===== src/rtl/wb_trace_fifo_if.sv =====
// rtl/wb_trace_fifo_if.sv - writeback commit capture and trace consumer bundle (trace_seq under WB_TRACE_SEQ_EN)
interface wb_trace_fifo_if;
    logic [31:0] debug_wb_pc;
    logic [3:0]  debug_wb_rf_wen;
    logic [4:0]  debug_wb_rf_wnum;
    logic [31:0] debug_wb_rf_wdata;
    logic        trace_ready;
    logic        trace_valid;
    logic [31:0] trace_pc;
    logic [3:0]  trace_wen;
    logic [4:0]  trace_wnum;
    logic [31:0] trace_wdata;
`ifdef WB_TRACE_SEQ_EN
    logic [31:0] trace_seq;
`endif

    modport master (
        output debug_wb_pc, debug_wb_rf_wen, debug_wb_rf_wnum, debug_wb_rf_wdata, trace_ready,
`ifdef WB_TRACE_SEQ_EN
        input  trace_seq,
`endif
        input  trace_valid, trace_pc, trace_wen, trace_wnum, trace_wdata
    );

    modport slave (
        input  debug_wb_pc, debug_wb_rf_wen, debug_wb_rf_wnum, debug_wb_rf_wdata, trace_ready,
`ifdef WB_TRACE_SEQ_EN
        output trace_seq,
`endif
        output trace_valid, trace_pc, trace_wen, trace_wnum, trace_wdata
    );
endinterface


===== src/rtl/wb_trace_fifo.sv =====
// rtl/wb_trace_fifo.sv - FWFT trace FIFO of register-file commits with sticky overflow; WB_TRACE_SEQ_EN adds trace_seq
module wb_trace_fifo #(
    parameter int DEPTH = 16,
    parameter int CNT_W = $clog2(DEPTH) + 1
) (
    input  logic             clk,
    input  logic             rst,
    wb_trace_fifo_if.slave   wb,
    input  logic             overflow_clr,
    output logic [CNT_W-1:0] fifo_count,
    output logic             fifo_full,
    output logic             overflow
);
    localparam int PTR_W = $clog2(DEPTH);
`ifdef WB_TRACE_SEQ_EN
    localparam int ENT_W = 105;
`else
    localparam int ENT_W = 73;
`endif

    logic [ENT_W-1:0] mem [DEPTH];
    logic [PTR_W-1:0] rd_ptr, wr_ptr;
    logic [ENT_W-1:0] wr_entry, head;
    logic             push, pop, accept, drop;

    assign push = (wb.debug_wb_rf_wen != 4'b0) && (wb.debug_wb_rf_wnum != 5'd0);
    assign pop  = wb.trace_valid && wb.trace_ready;
    // A full FIFO still takes the push when the head leaves on the same edge.
    assign accept = push && (!fifo_full || pop);
    assign drop   = push && fifo_full && !pop;

    assign fifo_full      = (fifo_count == CNT_W'(DEPTH));
    assign wb.trace_valid = (fifo_count != '0);
    assign head           = wb.trace_valid ? mem[rd_ptr] : '0;

`ifdef WB_TRACE_SEQ_EN
    logic [31:0] seq_q;

    always_ff @(posedge clk) begin
        if (rst) begin
            seq_q <= '0;
        end else if (push) begin
            seq_q <= seq_q + 32'd1;
        end
    end

    assign wr_entry     = {seq_q, wb.debug_wb_pc, wb.debug_wb_rf_wen, wb.debug_wb_rf_wnum, wb.debug_wb_rf_wdata};
    assign wb.trace_seq = head[104:73];
`else
    assign wr_entry = {wb.debug_wb_pc, wb.debug_wb_rf_wen, wb.debug_wb_rf_wnum, wb.debug_wb_rf_wdata};
`endif

    assign wb.trace_pc    = head[72:41];
    assign wb.trace_wen   = head[40:37];
    assign wb.trace_wnum  = head[36:32];
    assign wb.trace_wdata = head[31:0];

    always_ff @(posedge clk) begin
        if (accept) begin
            mem[wr_ptr] <= wr_entry;
        end
    end

    always_ff @(posedge clk) begin
        if (rst) begin
            rd_ptr     <= '0;
            wr_ptr     <= '0;
            fifo_count <= '0;
            overflow   <= 1'b0;
        end else begin
            if (accept) begin
                wr_ptr <= wr_ptr + PTR_W'(1);
            end
            if (pop) begin
                rd_ptr <= rd_ptr + PTR_W'(1);
            end
            case ({accept, pop})
                2'b10:   fifo_count <= fifo_count + CNT_W'(1);
                2'b01:   fifo_count <= fifo_count - CNT_W'(1);
                default: fifo_count <= fifo_count;
            endcase
            // A drop in the same cycle as a clear leaves the flag set.
            if (drop) begin
                overflow <= 1'b1;
            end else if (overflow_clr) begin
                overflow <= 1'b0;
            end
        end
    end
endmodule


===== src/flat_wrapper.sv =====
// flat-port wrapper written by rule: the top's interface ports become plain ports
module wb_trace_fifo_flat 
#(
    parameter int DEPTH = 16,
    parameter int CNT_W = $clog2(DEPTH) + 1
)
  (clk, rst, overflow_clr, fifo_count, fifo_full, overflow, wb_debug_wb_pc, wb_debug_wb_rf_wen, wb_debug_wb_rf_wnum, wb_debug_wb_rf_wdata, wb_trace_ready, wb_trace_valid, wb_trace_pc, wb_trace_wen, wb_trace_wnum, wb_trace_wdata);
  wb_trace_fifo_if wb_i ();
  input  logic clk;
  input  logic rst;
  input  logic overflow_clr;
  output logic [CNT_W-1:0] fifo_count;
  output logic fifo_full;
  output logic overflow;
  input wire logic [$bits(wb_i.debug_wb_pc)-1:0] wb_debug_wb_pc;
  input wire logic [$bits(wb_i.debug_wb_rf_wen)-1:0] wb_debug_wb_rf_wen;
  input wire logic [$bits(wb_i.debug_wb_rf_wnum)-1:0] wb_debug_wb_rf_wnum;
  input wire logic [$bits(wb_i.debug_wb_rf_wdata)-1:0] wb_debug_wb_rf_wdata;
  input wire logic [$bits(wb_i.trace_ready)-1:0] wb_trace_ready;
  output wire logic [$bits(wb_i.trace_valid)-1:0] wb_trace_valid;
  output wire logic [$bits(wb_i.trace_pc)-1:0] wb_trace_pc;
  output wire logic [$bits(wb_i.trace_wen)-1:0] wb_trace_wen;
  output wire logic [$bits(wb_i.trace_wnum)-1:0] wb_trace_wnum;
  output wire logic [$bits(wb_i.trace_wdata)-1:0] wb_trace_wdata;
  assign wb_i.debug_wb_pc = wb_debug_wb_pc;
  assign wb_i.debug_wb_rf_wen = wb_debug_wb_rf_wen;
  assign wb_i.debug_wb_rf_wnum = wb_debug_wb_rf_wnum;
  assign wb_i.debug_wb_rf_wdata = wb_debug_wb_rf_wdata;
  assign wb_i.trace_ready = wb_trace_ready;
  assign wb_trace_valid = wb_i.trace_valid;
  assign wb_trace_pc = wb_i.trace_pc;
  assign wb_trace_wen = wb_i.trace_wen;
  assign wb_trace_wnum = wb_i.trace_wnum;
  assign wb_trace_wdata = wb_i.trace_wdata;
  wb_trace_fifo #(.DEPTH(DEPTH), .CNT_W(CNT_W)) u_core (.clk(clk), .rst(rst), .wb(wb_i), .overflow_clr(overflow_clr), .fifo_count(fifo_count), .fifo_full(fifo_full), .overflow(overflow));
endmodule

===== config.mk =====
export PLATFORM = sky130hd
export DESIGN_NAME = wb_trace_fifo_flat
export DESIGN_NICKNAME = d
export VERILOG_FILES = /design/src/rtl/wb_trace_fifo_if.sv /design/src/rtl/wb_trace_fifo.sv /design/src/flat_wrapper.sv
export SDC_FILE = /design/constraint.sdc
export NUM_CORES = 1
export LEC_CHECK = 0
export ABC_AREA = 0
export BUFFER_PORTS_ARGS = -buffer_cell sky130_fd_sc_hd__buf_2
export CORE_ASPECT_RATIO = 1.5
export CORE_UTILIZATION = 35
export DETAILED_ROUTE_END_ITERATION = 10
export PLACE_DENSITY_LB_ADDON = 0.08
export SLEW_MARGIN = 20
export SYNTH_ARGS = -nofsm -noshare
export SYNTH_HDL_FRONTEND = slang
export SYNTH_SLANG_ARGS = --single-unit

===== constraint.sdc =====
create_clock -name clk -period 12.8 [get_ports clk]
set_clock_uncertainty 0.15 [all_clocks]
set_input_delay 2.56 -clock clk [delete_from_list [all_inputs] [get_ports clk]]
set_output_delay 2.56 -clock clk [all_outputs]
set_load 0.005 [all_outputs]

==> flow_metrics.py <==
metrics = {
    "outcome": {
        "status": "finished, final reports clean",
    },
    "synthesis": {
        "synth-xor-area-share_pct": 0.155,
        "synthCells": 1815,
        "synth_cell_types": 31,
        "syn-num-nets": 1901,
        "synth.area.mux_share_pct": 18.3,
        "synth_compound_area_share_pct": 0.180,
        "mappedNetlistArea_mm2": 0.0453,
        "synth_top_family_by_area": "multiplexers",
        "avgSynthCellArea_um2": 25.0,
        "ys_ff_latch": 1186,
        "synth_fa_ha_area_share_pct": 0.265,
        "yosys_warnings": 0,
        "seq_area_frac_synth_pct": 78.2,
        "yosys.area_share.simple_pct": 1.54,
    },
    "worst_setup_path": {
        "ff2ff_setup_slack_ps": 9110,
        "cp.required_ps": 10090,
        "rr_endpoint": "u_core.mem[9][69]",
        "reg2reg_from": "u_core.fifo_count[0]",
        "slowest_delay_ps": 1010,
        "critical_path_class": "flip-flop to primary output",
        "start_kind": "flip-flop",
        "worstPathCellList": "buf_4, buf_4, mux4_2, mux4_2, and2_1, buf_2",
        "slowest_stage": "dfxtp_4",
        "crit_path_end_kind": "primary output",
        "cp.arrival_ps": 4800,
        "rr_worst_depth": 6,
        "cp_max_fo": 43,
    },
    "floorplanning": {
        "fp.dieW_um": 296,
        "rows": 161,
        "initial_core_util_pct": 35.3,
        "die_area_mm2": 0.131,
        "die_height_um": 443,
        "ios": 158,
        "core-area_mm2": 0.128,
    },
    "global_route": {
        "antenna_found_initial": 25,
        "track_usage_pct": 17.4,
        "grt_start_max_net_pins": 135,
        "grt_overflow": 0,
        "grt_pass1_wl_mm": 161,
        "first_global_vias": 22205,
    },
    "clock_tree": {
        "cts_resized": 0,
        "post-cts-setup-buffer-count": 0,
        "cts_tree": "yes",
        "clock_latency_ps": 720,
        "h-tree-depth": 3,
        "clk_path_buf_depth": 3,
        "clock-root-buffer": "clkbuf_16",
        "clk_pin_slew_worst_paths_ps": 60,
        "hold_buffers": 0,
        "cts_buffers": 113,
        "cts.sinks": 1186,
    },
    "placed_design": {
        "portBuffers": 157,
        "detailedPlace.worstSlack_ps": 5800,
        "dp.cells": 3637,
        "dp.final_hpwl_mm": 54.0,
        "gp_congestion": 0.689,
    },
    "route": {
        "highest_layer": "met5",
        "ant_nets": 0,
        "met1_length_mm": 48.0,
        "routed_via_density": 5.17,
        "wl_met2_mm": 56.0,
        "vias": 19902,
        "first_pass_iters": 6,
        "wl_per_cell_um": 29.1,
        "wl_met3_mm": 5.63,
        "route.detailed.drc": 0,
        "drtIter0Drc": 1273,
        "totalWireLength_mm": 112,
    },
    "timing": {
        "tightest_slew_ps": 1140,
        "fmax_mhz": 133,
        "hold_viol": 0,
        "setup_viol": 0,
        "drv_slew": 0,
        "post-route-period-util_pct": 58.7,
        "hold_slack_ps": 342,
        "relSlewSlack_pct": 24.3,
        "rsz0062_at_grt": "false",
        "min_period_ps": 7510,
        "setup_ws_ps": 5290,
        "totalNegativeSetupSlack_ps": 0,
    },
    "pwr": {
        "vdd_drop_max_mv": 0.162,
        "power_uw": 9600,
        "power.leakage_uw": 0.0158,
        "power-per-cell-area_mw_per_mm2": 186,
    },
    "layout": {
        "nFillCells": 11293,
        "multi_input_area_mm2": 0.00937,
        "area_growth_pct": 14.2,
        "fin_cells": 3847,
        "seqCellArea_mm2": 0.0354,
        "final_cell_mix": "edfxtp_1 (1,168), mux4_2 (365), buf_2 (157), clkbuf_16 (115), and2_1 (73)",
        "nets": 2127,
        "drive_gt1_share_pct": 35.1,
        "final_common_cell": "edfxtp_1",
    },
    "min_path": {
        "whs_path_depth": 2,
        "hold_path_class": "flip-flop to flip-flop",
        "min_from": "u_core.rd_ptr[3]",
    },
    "job": {
        "max_cap_viol_count": 0,
    },
}
-- how the worst max path moves through the flow --
stage                             end  depth (start not counted)                   start  slack (ps)
floorplan            u_core.mem[0][0]                          6  wb_debug_wb_rf_wnum[1]        3640
global placement    wb_trace_wdata[6]                          6               flip-flop        5840
detailed placement  wb_trace_wdata[6]                          6               flip-flop        5800
CTS                 wb_trace_wdata[6]                          6               flip-flop        4980
global route        wb_trace_wdata[6]                          6               flip-flop        4820
finish              wb_trace_wdata[6]                          6               flip-flop        5290
-- critical path: cells and delay by family, from the launching register on --
kind	cells	cell delay [ps]
buffers and inverters	3	1660
multiplexers	2	1130
flip-flops	1	1010
AND/OR/NAND/NOR	1	190
-- stage by stage --
step	util, %	instance area, um2
floorplan	-	45300
global placement	37.5	48100
detailed placement	37.5	48100
CTS	40.3	51700
global route	40.3	51700
finish	40.3	51700
-- kinds of logic after synthesis --
kind of cell	count (synthesis)
simple gates	128
xor+xnor	8
fa+ha+maj	9
mux	371
compound gates	14
flops	1186
buf+inv	99
-- sequential cells by signal, summed over array words and instances, names as in the netlist, named ones only --
signal and flops:
u_core.overflow 1, u_core.rd_ptr 4, u_core.fifo_count 5, u_core.wr_ptr 4, u_core.mem 1168
-- cell usage after synthesis --
library cell | number | area share (%)
dfxtp_1 | 18 | 0.80
nor2_1 | 30 | 0.25
xnor2_1 | 3 | 0.058
buf_6 | 31 | 0.77
a21oi_1 | 8 | 0.088
a32oi_1 | 1 | 0.019
and2_0 | 1 | 0.014
and2_1 | 73 | 1.0
a22oi_1 | 1 | 0.017
nor3_1 | 5 | 0.055
nor4_1 | 2 | 0.028
nand3_1 | 4 | 0.044
o21ai_0 | 1 | 0.011
nand2_1 | 8 | 0.066
nand2b_1 | 2 | 0.028
inv_1 | 5 | 0.041
and3_1 | 1 | 0.014
buf_1 | 16 | 0.13
or3_1 | 1 | 0.014
o21ai_1 | 1 | 0.011
ha_1 | 8 | 0.22
edfxtp_1 | 1168 | 77
mux2_1 | 1 | 0.025
fa_1 | 1 | 0.044
buf_2 | 3 | 0.033
mux4_2 | 365 | 18
a21o_1 | 2 | 0.033
clkbuf_1 | 44 | 0.36
or4_1 | 1 | 0.017
mux2i_1 | 5 | 0.11
xor2_1 | 5 | 0.097
-- per-layer routing --
metal	vias up	GRT usage, %
met3	162	3.24
met1	11038	23.3
li1	8268	-
met5	-	0
met4	34	4.91
met2	400	28.9
-- cell type report --
| class | count | share of cell area (%) |
|---|---|---|
| diodes | 3 | 0.0145 |
| clock buffers | 139 | 5.74 |
| clock inverters | 68 | 1.14 |
| inverters | 5 | 0.0363 |
| multi-input cells | 530 | 18.1 |
| flip-flops and latches | 1186 | 68.5 |
| well taps | 1711 | 4.14 |
| repair buffers | 205 | 2.27 |
-- power breakdown --
| group | switching (uW) | internal, uW | leakage (uW) |
|---|---|---|---|
| logic | 908 | 913 | 0.00334 |
| clock network | 1450 | 1830 | 0.00174 |
| registers | 89.4 | 4420 | 0.0107 |
| total | 2440 | 7150 | 0.0158 |
(Power assumes the default switching activity.)
